<file path="src/rtl/mem_arbiter.sv">
`default_nettype none
// ============================================================================
// Module   : mem_arbiter
// Purpose  : Shares one single-ported memory between instruction fetch and
//            the load/store path. Only one transaction is outstanding at a
//            time: grant a requester, drive the memory port until it is
//            accepted, wait for the response, then return the read data to
//            the requester that owns the transaction. Also produces the
//            pipeline stall for pending data accesses.
// Revision : 1.0 - initial release
// ----------------------------------------------------------------------------
// Parameters
//   ADDR_W           address width
//   DATA_W           data width (byte enables are DATA_W/8 bits)
//   MAX_DATA_STREAK  consecutive data grants allowed while fetch waits
//                    (only used with MEM_ARB_FAIRNESS_EN, must be >= 1)
// Build option
//   MEM_ARB_FAIRNESS_EN  when defined, a saturating streak counter lets fetch
//                        win after MAX_DATA_STREAK data grants in a row made
//                        while fetch was waiting. Undefined: strict data
//                        priority.
// Ports
//   clk, rst                        clock, synchronous active-high reset
//   if_req/if_addr                  fetch request (always a full-word read)
//   if_gnt/if_rvalid/if_rdata       fetch grant pulse, response pulse, data
//   d_req/d_we/d_addr/d_wdata/d_be  data request
//   d_gnt/d_rvalid/d_rdata          data grant pulse, response pulse, data
//   m_req/m_we/m_addr/m_wdata/m_be  memory request (registered)
//   m_ready                         memory accepts when m_req && m_ready
//   m_rvalid/m_rdata                memory response strobe and data
//   stall                           hold fetch/decode for data accesses
// ============================================================================
module mem_arbiter #(
  parameter int ADDR_W          = 32,
  parameter int DATA_W          = 32,
  parameter int MAX_DATA_STREAK = 4
) (
  input  logic                clk,
  input  logic                rst,
  // instruction fetch
  input  logic                if_req,
  input  logic [ADDR_W-1:0]   if_addr,
  output logic                if_gnt,
  output logic                if_rvalid,
  output logic [DATA_W-1:0]   if_rdata,
  // load/store
  input  logic                d_req,
  input  logic                d_we,
  input  logic [ADDR_W-1:0]   d_addr,
  input  logic [DATA_W-1:0]   d_wdata,
  input  logic [DATA_W/8-1:0] d_be,
  output logic                d_gnt,
  output logic                d_rvalid,
  output logic [DATA_W-1:0]   d_rdata,
  // memory port
  output logic                m_req,
  output logic                m_we,
  output logic [ADDR_W-1:0]   m_addr,
  output logic [DATA_W-1:0]   m_wdata,
  output logic [DATA_W/8-1:0] m_be,
  input  logic                m_ready,
  input  logic                m_rvalid,
  input  logic [DATA_W-1:0]   m_rdata,
  // pipeline control
  output logic                stall
);

  localparam int BE_W = DATA_W / 8;

  typedef enum logic [1:0] {
    IDLE = 2'd0,
    REQ  = 2'd1,
    RESP = 2'd2
  } state_t;

  state_t state;
  logic   owner_data;   // 0: fetch owns the transaction, 1: data owns it
  logic   fetch_pri;    // fetch overrides data priority this arbitration
  logic   grant_d;
  logic   grant_f;

`ifdef MEM_ARB_FAIRNESS_EN
  // +2 keeps the counter at least one bit wide and able to hold the maximum.
  localparam int STREAK_W = $clog2(MAX_DATA_STREAK + 2);
  localparam logic [STREAK_W-1:0] STREAK_MAX = STREAK_W'(MAX_DATA_STREAK);

  logic [STREAK_W-1:0] streak;

  assign fetch_pri = if_req && (streak == STREAK_MAX);

  // Counts data grants made while fetch is waiting; saturates at the limit.
  always_ff @(posedge clk) begin
    if (rst) begin
      streak <= '0;
    end else if (grant_f) begin
      streak <= '0;
    end else if (grant_d) begin
      if (!if_req) begin
        streak <= '0;
      end else if (streak != STREAK_MAX) begin
        streak <= streak + 1'b1;
      end
    end
  end
`else
  // Strict data priority. The streak limit only matters in the fairness
  // build; this term is constant false and keeps the parameter referenced.
  assign fetch_pri = (MAX_DATA_STREAK < 0) && if_req;
`endif

  // Arbitration happens only in IDLE; grants are suppressed during reset so
  // a requester never sees a grant that the state machine does not take.
  assign grant_d = (state == IDLE) && !rst && d_req && !fetch_pri;
  assign grant_f = (state == IDLE) && !rst && if_req && !grant_d;

  assign d_gnt  = grant_d;
  assign if_gnt = grant_f;

  assign stall = d_req | ((state != IDLE) & owner_data);

  always_ff @(posedge clk) begin
    if (rst) begin
      state      <= IDLE;
      owner_data <= 1'b0;
      m_req      <= 1'b0;
      m_we       <= 1'b0;
      m_addr     <= '0;
      m_wdata    <= '0;
      m_be       <= '0;
      if_rvalid  <= 1'b0;
      d_rvalid   <= 1'b0;
      if_rdata   <= '0;
      d_rdata    <= '0;
    end else begin
      if_rvalid <= 1'b0;
      d_rvalid  <= 1'b0;

      case (state)
        IDLE: begin
          if (grant_d) begin
            state      <= REQ;
            owner_data <= 1'b1;
            m_req      <= 1'b1;
            m_we       <= d_we;
            m_addr     <= d_addr;
            m_wdata    <= d_wdata;
            m_be       <= d_be;
          end else if (grant_f) begin
            state      <= REQ;
            owner_data <= 1'b0;
            m_req      <= 1'b1;
            m_we       <= 1'b0;
            m_addr     <= if_addr;
            m_wdata    <= '0;
            m_be       <= {BE_W{1'b1}};
          end
        end

        REQ: begin
          // Captured m_* stay stable until the memory accepts.
          if (m_ready) begin
            m_req <= 1'b0;
            state <= RESP;
          end
        end

        RESP: begin
          if (m_rvalid) begin
            state <= IDLE;
            if (owner_data) begin
              d_rvalid <= 1'b1;
              // A write response carries no load data, so the last load
              // value is kept for the pipeline.
              if (!m_we) begin
                d_rdata <= m_rdata;
              end
            end else begin
              if_rvalid <= 1'b1;
              if_rdata  <= m_rdata;
            end
          end
        end

        default: state <= IDLE;
      endcase
    end
  end

endmodule
`default_nettype wire

</file>
<file path="config.mk">
export PLATFORM = sky130hd
export DESIGN_NAME = mem_arbiter
export DESIGN_NICKNAME = d
export VERILOG_FILES = /design/src/rtl/mem_arbiter.sv
export SDC_FILE = /design/constraint.sdc
export NUM_CORES = 1
export LEC_CHECK = 0
export BUFFER_PORTS_ARGS = -buffer_cell sky130_fd_sc_hd__buf_2
export CAP_MARGIN = 20
export CORE_AREA = 2 2 107 109
export CTS_BUF_LIST = sky130_fd_sc_hd__clkbuf_8
export CTS_CLUSTER_DIAMETER = 50
export DETAILED_ROUTE_END_ITERATION = 7
export DIE_AREA = 0 0 109 111
export GPL_ROUTABILITY_DRIVEN = 1
export PLACE_DENSITY = 0.85
export RECOVER_POWER = 50
export SLEW_MARGIN = 20
export SYNTH_ARGS = -nofsm -noshare
export SYNTH_HDL_FRONTEND = slang
export SYNTH_SLANG_ARGS = --single-unit
</file>
<file path="constraint.sdc">
create_clock -name clk -period 3.6 [get_ports clk]
set_clock_uncertainty 0.15 [all_clocks]
set_input_delay 0.18 -clock clk [delete_from_list [all_inputs] [get_ports clk]]
set_output_delay 0.18 -clock clk [all_outputs]
set_load 0.005 [all_outputs]
</file>
======== Yosys cells after proc, flatten, opt, wreduce, memory -nomap -nowiden ========
Cells that the tools add are included.
cells by class
  eq/ne operators ......................... 5
  multiplexer cells ....................... 20
  bitwise logic cells ..................... 6
  reductions and logical operators ........ 16
operators with widths
  kind                number
  $mux 32             4
  $reduce_and 3->1    3
  $mux 1              8
  $mux 2              4
  $mux 4              2
  $pmux 2 s3          1
  $reduce_bool 2->1   3
  $logic_and 1x1->1   4
  $ne 2x2->1 const B  2
  $not 1->1           4
  $reduce_and 4->1    1
  $ne 3x3->1 const B  1
  $reduce_or 3->1     1
  $eq 2x1->1 const B  1
  $eq 2x2->1 const B  1
  $logic_not 1->1     2
  $logic_not 2->1     1
  $pmux 1 s2          1
  $reduce_and 2->1    1
  $and 1x1->1         1
  $or 1x1->1          1
storage, ports and cells
  bits in registers ....................... 139
  input bits .............................. 139
  output and inout bits ................... 139
  word-level logic and storage cells ...... 58

======== Longest topological paths before layout ========
  depth after elaboration ................. 8
  gate-level depth with buffers ........... 6
  mapped depth without buffers ............ 3

======== Worst setup path before layout ========
No wires, ideal clock.
  path type ............................... flip-flop to flip-flop
  start point ............................. reg state[1]
  end point ............................... reg m_addr[10]
  setup time .............................. 132 ps
  arrival time ............................ 1368 ps
  data required time ...................... 3318 ps
  path slack .............................. 1950 ps
  cell stages (with the launch flop) ...... 7
  buffers on the path ..................... 3
  clock period less this slack ............ 1650 ps
  path through ............................ dfxtp_1 buf_6 or4b_4 buf_6 buf_6 o22ai_2 nor3_1
on the way
  cells in the longest elaborated chain, start to end .. 7
  elaborated cells on any way between the ends .. 9
  classes of those cells .................. 1 x mux; 8 x reduce/logical
ends and longest elaborated chain
  item                         line           text
  start, declared              76             state_t state;
  start signal, assigned       123            state <= IDLE;
  start signal, assigned       141            state <= REQ;
  start signal, assigned       149            state <= REQ;
  $logic_not 2->1 (*)          113, 114, 138
  $logic_and 1x1->1            113, 114
  $logic_and 1x1->1            113            assign grant_d = (state == IDLE) && !rst && d_req && !fetch_pri;
  $logic_not 1->1              114            assign grant_f = (state == IDLE) && !rst && if_req && !grant_d;
  $logic_and 1x1->1            114
  $reduce_bool 2->1 (no line)  n/a
  $reduce_and 2->1 (no line)   n/a
  end signal, assigned         145            m_addr <= d_addr;
  end signal, assigned         153            m_addr <= if_addr;
  end, declared                58             output logic [ADDR_W-1:0] m_addr,
Mark *: on every way between the ends. The rest lies on a longest branch, timed or not.
A chain may end at the register's enable or synchronous reset.

======== Worst setup path in the final report ========
  start point ............................. reg state[0]
  end point ............................... reg if_rdata[3]
on the way
  cells in the longest elaborated chain, start to end .. 2
ends and longest elaborated chain
  item                        line  text
  $eq 2x2->1                  138   case (state)
  $reduce_and 3->1 (no line)  n/a
  end signal, assigned        179   if_rdata <= m_rdata;
  end, declared               45    output logic [DATA_W-1:0] if_rdata,
Every way passes these cells.

==> flow_summary.toml <==
[clock_network]
cts_num_sinks = 139
cts_tree = "done"
clk_latency_ns = 0.42
cts-resized-gates = 0
htree_levels = 4
numCtsBuffers = 17
postCtsSetupBuffers = 0
clkTransAtPathRegs_ns = 0.08
clk_path_buf_depth = 2
cts_root_buf = "clkbuf_8"

[floorplanning]
ioPinCount = 278
core_area_um2 = 11080
start_util_pct = 47.89
fp.dieW_um = 109
dieArea_um2 = 12100
die_h_um = 111
row_count = 39

[worst_setup_path]
start_kind = "register"
cp_max_fo = 33
endpoint_kind = "register"
cp_slowest_cell = "clkbuf_1"
critical_path_class = "register to register"
cp_top_family = "buffers and inverters"
cp_data_required_time_ns = 3.78
arrival_ns = 2.81
cp_cell_sequence = "nand4bb_1, clkbuf_1, nand2_1, a21oi_1"
max_stage_delay_ns = 1.18
path_buf_inv = 1

[global_route]
grt_pass1_vias = 5929
grt_pass1_wl_mm = 28.77
grt_overflow_total = 0
grt_max_degree = 70
grtUsageTotal_pct = 30.34
antenna_found_initial = 0

[hold_path]
hold_class = "input pin to register"

[synth]
syn_avg_cell_area_um2 = 9.788
ys_ff_latch = 139
syn_nets = 681
async_flop_share_pct = 0
synthCells = 542
synth_seq_area_share_pct = 52.45
synth_edf_count = 0
synth.distinct_cells = 34
syn_area_um2 = 5305
ys_warn_count = 0
ys_dominant_reg_cell = "dfxtp_1"

[drt]
vias_per_cell = 5.281
wl_met3_mm = 1.384
wl_per_cell_um = 17.27
postRouteAntennaNets = 0
wl_met1_mm = 6.804
vias = 5740
drt-total-wl_mm = 18.78
top_layer_used = "met4"
first_pass_iters = 6
drcViolationCount = 0
wl_met2_mm = 9.638
drt_iter0_drc = 374

[timing]
setup_viol = 0
max_freq_ghz = 0.3808
post-route-period-util_pct = 72.94
fin_crit_ns = 2.626
tightest_slew_ns = 1.614
hold_viol = 0
fin_hold_ws_ns = 0.08519
setup_tns_ns = 0
rsz0062_at_grt = "false"
relSlewSlack_pct = -7.628
slew_viol_final = 34

[run]
drv_cap = 1

[place]
gp_congestion = 0.7891
io_buffers = 277
dp.final_hpwl_mm = 10.06

[layout]
antenna_cells = 0
nNetsFinal = 1070
layout_commonest_cell = "buf_2"
area_delta_synth_final_pct = 56.56
layout_common_cells = "buf_2, dfxtp_1, dlygate4sd3_1, nand2_1, clkbuf_1"
drive_gt1_share_pct = 26.69

[power_and_ir_drop]
peakVddDrop_v = 0.0004254
powerDensity_nw_per_um2 = 443.8
p_leak_uw = 0.003467

[outcome]
status = "finished, violations left"
violations = "max-capacitance violations, max-slew violations"
final cells by class:
type | instances | area [um^2]
Timing Repair Buffer | 419 | 2663
Tap cell | 143 | 178.9
Inverter | 3 | 12.51
Fill cell | 750 | 2771
Clock buffer | 18 | 247.7
Sequential cell | 139 | 2783
Multi-Input combinational cell | 351 | 2228
Clock inverter | 14 | 192.7
synth_stat cells, drive strengths merged, types with 2 or more instances:
library cell    n  area share (%)
o21ai           2            0.19
nand2         131             9.3
o22ai          31             7.2
nor3           32             3.1
nor2            5            0.71
dfxtp         139              52
o221a           4            0.85
clkbuf         20             1.4
inv             2            0.14
or2             2            0.24
mux2i          32             6.0
a21oi          66             6.3
nand3b          2            0.28
a22o           34             5.6
buf            29             4.4
logic make-up (layout without fill, tap and decap cells):
group / Yosys count / count (layout) / synth area share (%)
flops: 139 / 139 / 52.45
compound gates: 140 / 140 / 20.64
mux: 32 / 32 / 6.038
buf+inv: 52 / 454 / 6.038
simple gates: 179 / 179 / 14.84
metal layers:
layer	vias up	track usage (%)
li1	2676	-
met1	2660	31.01
met2	314	53.95
met3	90	8.289
met4	0	17.95
met5	-	0
worst paths after layout:
path | end | slack (ns) | cells past startpoint | from
max | if_rdata[3] | 0.97 | 4 | state[0]
min reg2reg | if_rdata[27] | 0.31 | 2 | if_rdata[27]
max reg2reg | if_rdata[3] | 0.97 | 4 | state[0]
min | owner_data | 0.09 | 4 | if_req
power breakdown:
group | switching [uW] | internal [uW] | total, uW
clock | 617 | 778 | 1390
combinational | 294 | 326 | 620
sequential | 55.2 | 1620 | 1670
total | 966 | 2720 | 3690
stage by stage:
| stage | power [uW] | std cells | area, um^2 | worst slack, ns | utilization [%] |
|---|---|---|---|---|---|
| after global placement | 2147 | 920 | 6640 | 1.179 | 59.95 |
| final | 3686 | 1087 | 8305 | 0.9743 | 74.98 |
| after floorplan | 1963 | 542 | 5305 | 1.950 | - |
| after global routing | 3831 | 1087 | 8305 | 0.7218 | 74.98 |
| after detailed placement | 2161 | 921 | 6660 | 1.338 | 60.13 |
| after CTS | 3678 | 1087 | 8442 | 0.9755 | 76.21 |
tightest hold or removal path: cells and delay by family:
family / cells / cell delay [ns]
compound gates: 2 / 0.23
buf+inv: 2 / 0.21
what timing repair did:
action / 4_1_cts / 5_1_grt
setup endpoints to repair: 0 / 0
hold endpoints to repair: 136 / 0
hold buffers: 134 / 0
registers in the layout, indices dropped and copies added (netlist names):
register	cells
if_rvalid	1
m_be	4
m_addr	32
d_rvalid	1
if_rdata	32
m_req	1
owner_data	1
state	2
d_rdata	32
m_we	1
m_wdata	32
Power figures use the tool's default switching activity.
